File: config.mk
export PLATFORM = sky130hd
export DESIGN_NAME = qam16_in_buff
export DESIGN_NICKNAME = d
export VERILOG_FILES = /design/src/rtl/qam16_in_buff.sv
export SDC_FILE = /design/constraint.sdc
export NUM_CORES = 2
export LEC_CHECK = 0
export ABC_CLOCK_PERIOD_IN_PS = 1750
export CORE_MARGIN = 2
export CORE_UTILIZATION = 35
export CTS_CLUSTER_SIZE = 20
export DETAILED_ROUTE_END_ITERATION = 8
export DONT_BUFFER_PORTS = 1
export GPL_ROUTABILITY_DRIVEN = 0
export HOLD_SLACK_MARGIN = 0.06
export SYNTH_ARGS = -nofsm -noshare
export SYNTH_HDL_FRONTEND = slang
export SYNTH_SLANG_ARGS = --single-unit
File: constraint.sdc
create_clock -name clk -period 1.75 [get_ports clk]
set_input_delay 0.35 -clock clk [delete_from_list [all_inputs] [get_ports clk]]
set_output_delay 0.35 -clock clk [all_outputs]
set_load 0.01 [all_outputs]
File: src/rtl/qam16_in_buff.sv
// -----------------------------------------------------------------------------
// qam16_in_buff
// Transmit-side burst buffer in front of the QAM16 mapper. It collects one
// OFDM burst of payload bytes into a BUFF_W-bit store while in FILL. In DRAIN
// it streams the burst out as 4-bit QAM16 symbols under a valid/ready
// handshake. The first byte received goes out first, high nibble before low.
//
// Optional feature macro: QAM16_IN_BUFF_SYMFLAG_EN
//   When this macro is defined, the block adds the ports sym_start/sym_last
//   and a subcarrier counter that marks OFDM symbol boundaries.
//
// Ports
//   clk         in   1  rising-edge clock
//   rst_n       in   1  asynchronous active-low reset
//   tx_done     in   1  synchronous flush/restart, highest priority
//   din         in   8  payload byte
//   din_valid   in   1  din is valid
//   din_ready   out  1  a byte is accepted this cycle (FILL)
//   dout        out  4  QAM16 symbol, top nibble of the store
//   dout_valid  out  1  dout is valid (DRAIN)
//   dout_ready  in   1  the mapper takes dout this cycle
//   buff_full   out  1  burst fully loaded (DRAIN)
//   frame_done  out  1  one-cycle pulse after the last symbol transfers
//   sym_start   out  1  (SYMFLAG) first nibble of an OFDM symbol
//   sym_last    out  1  (SYMFLAG) last nibble of an OFDM symbol
// -----------------------------------------------------------------------------
module qam16_in_buff #(
    parameter int ACTIVE_SUBCARR = 28,
    parameter int SYMBOL_NUM     = 8
) (
    input  logic       clk,
    input  logic       rst_n,
    input  logic       tx_done,
    input  logic [7:0] din,
    input  logic       din_valid,
    output logic       din_ready,
    output logic [3:0] dout,
    output logic       dout_valid,
    input  logic       dout_ready,
    output logic       buff_full,
    output logic       frame_done
`ifdef QAM16_IN_BUFF_SYMFLAG_EN
    ,
    output logic       sym_start,
    output logic       sym_last
`endif
);

    localparam int NIB_TOTAL  = ACTIVE_SUBCARR * SYMBOL_NUM;
    localparam int BYTE_TOTAL = NIB_TOTAL / 2;
    localparam int BUFF_W     = 4 * NIB_TOTAL;
    localparam int BYTE_CW    = $clog2(BYTE_TOTAL);
    localparam int NIB_CW     = $clog2(NIB_TOTAL);

    localparam logic [BYTE_CW-1:0] LAST_BYTE = BYTE_CW'(BYTE_TOTAL - 1);
    localparam logic [NIB_CW-1:0]  LAST_NIB  = NIB_CW'(NIB_TOTAL - 1);

    typedef enum logic [0:0] {
        ST_FILL  = 1'b0,
        ST_DRAIN = 1'b1
    } state_e;

    state_e              state_q,      state_d;
    logic [BUFF_W-1:0]   store_q,      store_d;
    logic [BYTE_CW-1:0]  byte_cnt_q,   byte_cnt_d;
    logic [NIB_CW-1:0]   nib_cnt_q,    nib_cnt_d;
    logic                frame_done_q, frame_done_d;

`ifdef QAM16_IN_BUFF_SYMFLAG_EN
    localparam int SC_CW = $clog2(ACTIVE_SUBCARR);
    localparam logic [SC_CW-1:0] LAST_SC = SC_CW'(ACTIVE_SUBCARR - 1);

    logic [SC_CW-1:0]    sc_cnt_q,     sc_cnt_d;
`endif

    // Next-state logic for the FSM, the store and the counters. tx_done dominates.
    always_comb begin
        state_d      = state_q;
        store_d      = store_q;
        byte_cnt_d   = byte_cnt_q;
        nib_cnt_d    = nib_cnt_q;
        frame_done_d = 1'b0;
`ifdef QAM16_IN_BUFF_SYMFLAG_EN
        sc_cnt_d     = sc_cnt_q;
`endif
        if (tx_done) begin
            state_d    = ST_FILL;
            store_d    = '0;
            byte_cnt_d = '0;
            nib_cnt_d  = '0;
`ifdef QAM16_IN_BUFF_SYMFLAG_EN
            sc_cnt_d   = '0;
`endif
        end else begin
            case (state_q)
                ST_FILL: begin
                    // din_ready is 1 throughout FILL, so din_valid alone qualifies.
                    if (din_valid) begin
                        store_d = {store_q[BUFF_W-9:0], din};
                        if (byte_cnt_q == LAST_BYTE) begin
                            byte_cnt_d = '0;
                            state_d    = ST_DRAIN;
                        end else begin
                            byte_cnt_d = byte_cnt_q + BYTE_CW'(1);
                        end
                    end else begin
                        store_d = store_q;
                    end
                end
                ST_DRAIN: begin
                    // dout_valid is 1 throughout DRAIN, so dout_ready alone qualifies.
                    if (dout_ready) begin
                        store_d = {store_q[BUFF_W-5:0], 4'h0};
                        if (nib_cnt_q == LAST_NIB) begin
                            nib_cnt_d    = '0;
                            state_d      = ST_FILL;
                            frame_done_d = 1'b1;
`ifdef QAM16_IN_BUFF_SYMFLAG_EN
                            sc_cnt_d     = '0;
`endif
                        end else begin
                            nib_cnt_d = nib_cnt_q + NIB_CW'(1);
`ifdef QAM16_IN_BUFF_SYMFLAG_EN
                            if (sc_cnt_q == LAST_SC) begin
                                sc_cnt_d = '0;
                            end else begin
                                sc_cnt_d = sc_cnt_q + SC_CW'(1);
                            end
`endif
                        end
                    end else begin
                        store_d = store_q;
                    end
                end
                default: begin
                    state_d = ST_FILL;
                end
            endcase
        end
    end

    // State, store and counter registers.
    always_ff @(posedge clk or negedge rst_n) begin
        if (!rst_n) begin
            state_q      <= ST_FILL;
            store_q      <= '0;
            byte_cnt_q   <= '0;
            nib_cnt_q    <= '0;
            frame_done_q <= 1'b0;
`ifdef QAM16_IN_BUFF_SYMFLAG_EN
            sc_cnt_q     <= '0;
`endif
        end else begin
            state_q      <= state_d;
            store_q      <= store_d;
            byte_cnt_q   <= byte_cnt_d;
            nib_cnt_q    <= nib_cnt_d;
            frame_done_q <= frame_done_d;
`ifdef QAM16_IN_BUFF_SYMFLAG_EN
            sc_cnt_q     <= sc_cnt_d;
`endif
        end
    end

    // Handshake flags decode straight from the state register. The oldest
    // nibble always sits at the top of the store because bytes shift in at the
    // bottom and nibbles shift out at the top.
    assign din_ready  = (state_q == ST_FILL);
    assign dout_valid = (state_q == ST_DRAIN);
    assign buff_full  = (state_q == ST_DRAIN);
    assign dout       = store_q[BUFF_W-1 -: 4];
    assign frame_done = frame_done_q;

`ifdef QAM16_IN_BUFF_SYMFLAG_EN
    assign sym_start  = (state_q == ST_DRAIN) && (sc_cnt_q == '0);
    assign sym_last   = (state_q == ST_DRAIN) && (sc_cnt_q == LAST_SC);
`endif

endmodule

Word level (Yosys, flattened, before mapping)

Index checks and enable logic that the tools add are counted.

Flip-flop bits (word level): 913
Output and inout port bits: 8

Bitwise gates (word level): 1
Equal/unequal tests: 5
Reductions and logical operators: 6
Add/sub/neg operators: 2
Muxes and demuxes: 22

Operators with widths:

| operator                                                       | count |
|---|---|
| 896-bit two-way mux                                            | 3 |
| 896-bit one-hot mux with 2 select lines                        | 1 |
| 8-bit two-way mux                                              | 4 |
| 7-bit two-way mux                                              | 4 |
| 1-bit two-way mux                                              | 9 |
| 8-bit by 1-bit adder with 8-bit output (second input constant) | 1 |
| 8-bit equality test (second input constant)                    | 1 |
| 7-bit by 1-bit adder with 7-bit output (second input constant) | 1 |
| 7-bit equality test (second input constant)                    | 1 |
| 3-bit inequality test (second input constant)                  | 2 |
| 2-bit AND reduction                                            | 3 |
| 2-bit nonzero test                                             | 3 |
| 2-bit inequality test (second input constant)                  | 1 |
| 1-bit one-hot mux with 2 select lines                          | 1 |
| 1-bit inverter                                                 | 1 |

Longest topological paths before layout

Depth after elaboration: 5
Mapped depth: 7
Mapped depth without buffers: 4

Worst setup path after synthesis

OpenSTA, ideal clock, no wires.

Kind: flip-flop to flip-flop
Start: register state_q, in the netlist buff_full
End: register store_q[100]
Clock period less this slack: 1.850 ns
Arrival time: 1.725 ns
Buffers on the path: 4
Slack: -0.100 ns
Required time: 1.625 ns
Stages on the path, launching flop included: 8
Cells stage by stage: dfrtp_1 > buf_2 > and2_4 > nor3_4 > buf_12 > buf_12 > buf_12 > mux2_4

Longest elaborated chain between the ends: 3
Elaborated cells between the ends (all ways): 6
Classes of those cells: eq/ne: 2; mux: 2; bitwise: 1; reduce/logical: 1

RTL lines:

| element                                                                                 | line | RTL |
|---|---|---|
| start, declared                                                                         | 63   | `state_e state_q, state_d;` |
| start signal, assigned                                                                  | 154  | `state_q <= state_d;` |
| 1-bit inverter                                                                          | -    |  |
| 896-bit one-hot mux with 2 select lines / 3-bit inequality test (equally long branches) | -    |  |
| 896-bit two-way mux / 2-bit AND reduction (equally long branches)                       | -    |  |
| end signal, assigned                                                                    | 155  | `store_q <= store_d;` |
| end, declared                                                                           | 64   | `logic [BUFF_W-1:0] store_q, store_d;` |

Several ways; a longest one is shown, not always the timed one.
A chain may end at the register's enable or synchronous reset.

Worst setup path in the final report

Start: input port tx_done
End: register nib_cnt_q[5]

Longest elaborated chain between the ends: 2
Elaborated cells between the ends (all ways): 4
Classes of those cells: mux: 1; reduce/logical: 3

RTL lines:

| element                              | line | RTL |
|---|---|---|
| start, declared                      | 33   | `input logic tx_done,` |
| 2-bit nonzero test (no source line)  | -    |  |
| 2-bit AND reduction (no source line) | -    |  |
| end signal, assigned                 | 157  | `nib_cnt_q <= nib_cnt_d;` |
| end, declared                        | 66   | `logic [NIB_CW-1:0] nib_cnt_q, nib_cnt_d;` |

Several ways; a longest one is shown, not always the timed one.

==> run summary <==
Max Cap Viol - 0
Starting Density - 35.4%
share of post-route cells with drive strength above 1 - 29.0%
initial antenna violation count - 0
global route total overflow - 0
CTS sink count - 913
num rows - 140
worst hold path class - primary input to asynchronous set/reset pin
crit-path max FO - 917
Die W - 388 um
Max Fclk - 221 MHz
max incr delay on CP - 1.64 ns
diodes inserted - 0
Layout Nets - 3999
crit path launch type - primary input
gr usage total - 11.5%
Worst path slowest cell - or2_2
PD cells - 784 nW/um2
crit share post-route - 259%
final hold vios - 496
R2R Setup Slk - -0.36 ns
Internal Power - 35.3 mW
most frequent cells in the layout - 912 x dfrtp_1, 896 x nor2_1, 892 x mux2i_1
I/O pin count - 21
Seq/Total Area, Yosys - 44.2%
synth top area cells - dfrtp_1 44%, mux2_4 23%, mux2i_1 17%
Synth cell types - 47
IO Port Bufs - 0
leakage - 24.6 nW
synth-to-layout area growth - 11.0%
drt first pass iters - 4
outcome - finished with violations
Vias - 28634
Fillers - 13848
failing checks - negative hold slack, max-slew violations, negative setup slack
crit-path cells - or2_2, dlygate4sd3_1, o41ai_1
Synth async-reset ratio - 100%
Clock Latency Late Sink - 0.70 ns
cts bufs inserted - 101
Mapped Area - 51700 um2
Peak VDD IR - 0.656 mV
Max clock buf depth - 3
min Tclk post-route - 4.53 ns
clock share of power - 49.5%
RSZ-0062 raised after global routing - yes
largest net degree at the start of global routing - 918
die height - 388 um
Synth top area share - 44.2%
critical path arrival - 5.11 ns
crit end category - flip-flop
routed len/inst - 14.7 um
Yosys reg bits - 913
Starting DRT DRC Count - 1888
most common cell after layout, fill and taps aside - dfrtp_1
Comb pwr share - 3.3%
CTS tree - yes
DP Worst Slack - -0.350 ns
hold slack - -0.528 ns
Via density - 4.79
warnings from Yosys - 0
Final ANT Viol Nets - 0
CP bufs+invs - 1
syn_nets - 4014
Gate Count Post-Synth - 3999
Setup violations, final - 1284
dpl hpwl - 45000 um
switch share - 21.4%
vias in the first global route - 30012
Max Slew Vio Count - 1655
worst setup path class - primary input to flip-flop
Slew @ Worst Pin - 4.98 ns
top cell family by delay on the critical path - simple AND/OR/NAND/NOR gates
Layout Skew - 0.0246 ns
Synth area leader - dfrtp_1
CTS H-tree lvls - 3
switching power - 9.63 mW
Sequential Power Share - 47.2%
core footprint - 146000 um2
Routed WL - 88200 um
most used flip-flop cell after synthesis - dfrtp_1
drt drc - 0
Final Util - 39.3%
clk root buf - clkbuf_16
EDFF count, synth - 0
Mapped Avg Cell Area - 12.9 um2
first-pass GRT wire length - 152000 um
worst setup margin - -2.78 ns
CP required - 2.34 ns
Clock transition at path regs - 0.06 ns
total die area - 151000 um2
Slew HR - -232%
power by group through the flow:
stage	sequential, mW	combinational, mW	clock, mW
global route	21.2	1.58	23.9
global placement	21.6	1.37	0
finish	21.2	1.49	22.3
floorplan	21.6	1.70	0
detailed placement	21.6	1.37	0
CTS	21.2	1.41	23.1
per-layer routing:
metal | GRT usage, % | routed length [um] | vias to the layer above
met4 | 3.03 | 1780 | 0
met3 | 2.09 | 2180 | 118
li1 | - | - | 13800
met5 | 0 | 0 | -
met1 | 16.3 | 45400 | 14545
met2 | 17.9 | 38800 | 171
cells in the mapped netlist (all sizes together) (3+ instances only):
| library cell | number |
|---|---|
| nand4 | 3 |
| nor2b | 4 |
| nand2b | 6 |
| dfrtp | 913 |
| o21ai | 4 |
| inv | 4 |
| mux2 | 892 |
| a21oi | 13 |
| buf | 209 |
| nor2 | 896 |
| nand3b | 3 |
| mux2i | 892 |
| nand2 | 15 |
| nand3 | 7 |
| clkbuf | 101 |
| or3 | 3 |
| o211ai | 4 |
| o22a | 4 |
path summary, 6_finish.rpt:
check,startpoint,endpoint,cells past startpoint
worst max-delay path,tx_done,nib_cnt_q[5],3
worst min-delay path,rst_n,store_q[154],0
worst max register to register,buff_full,store_q[174],8
worst min register to register,store_q[834],store_q[834],1
max in group asynchronous,rst_n,store_q[682],0
min in group clk,tx_done,store_q[448],2
worst register-to-register path, cell delays in order (launching register included):
cell and delay, ns:
dfrtp_4 0.49, buf_4 0.15, buf_12 0.13, buf_4 0.15, buf_4 0.13, bufbuf_16 0.28, mux2i_1 0.17, nor2_1 0.06
mux2_4 0.44
area by class of cell:
cell class                 count  area (um2)  share of cell area, %
clock buffer                 162        3170                   5.53
clock inverter                24         333                  0.580
inverter                       4        18.8                 0.0327
multi-input combinational   2772       26000                   45.3
sequential                   913       22900                   39.8
tap                         1917        2400                   4.18
timing repair buffer         192        2580                   4.50
repair_timing:
item	4_1_cts	5_1_grt
setup buffers	10	12
cloned	3	9
hold buffers	5	2
setup endpoints to repair	894	901
hold endpoints to repair	1120	1128
gates resized for setup	24	12
pin swaps	0	1
metrics by stage:
step	hold WS, ns	total power, mW	instances	TNS [ns]	instance area [um2]
floorplan	0.0544	23.3	3999	-26.84	51700
global placement	0.200	23.0	5757	-185.75	53100
detailed placement	0.204	23.0	5757	-216.79	53100
CTS	-0.564	45.7	5961	-199.90	56900
global route	-0.600	46.7	5984	-261.54	57300
finish	-0.528	45.0	5984	-832.82	57300
sequential cells by signal (all words and copies together), names as in the netlist:
signal,flops
buff_full,1
nib_cnt_q,8
frame_done,1
byte_cnt_q,7
store_q,896
kinds of logic (layout without fill, tap and decap cells):
| family | after synthesis | in the layout | synth area share, % |
|---|---|---|---|
| multiplexers | 1784 | 1784 | 42.5 |
| AND/OR/NAND/NOR | 948 | 948 | 7.11 |
| flip-flops | 913 | 913 | 44.2 |
| buffers and inverters | 314 | 382 | 5.58 |
| AO/OA/AOI/OAI | 36 | 36 | 0.472 |
| adder cells (fa/ha/maj) | 2 | 2 | 0.0484 |
| XOR/XNOR | 2 | 2 | 0.0339 |
Note: power is estimated with default switching activity, not from simulation.
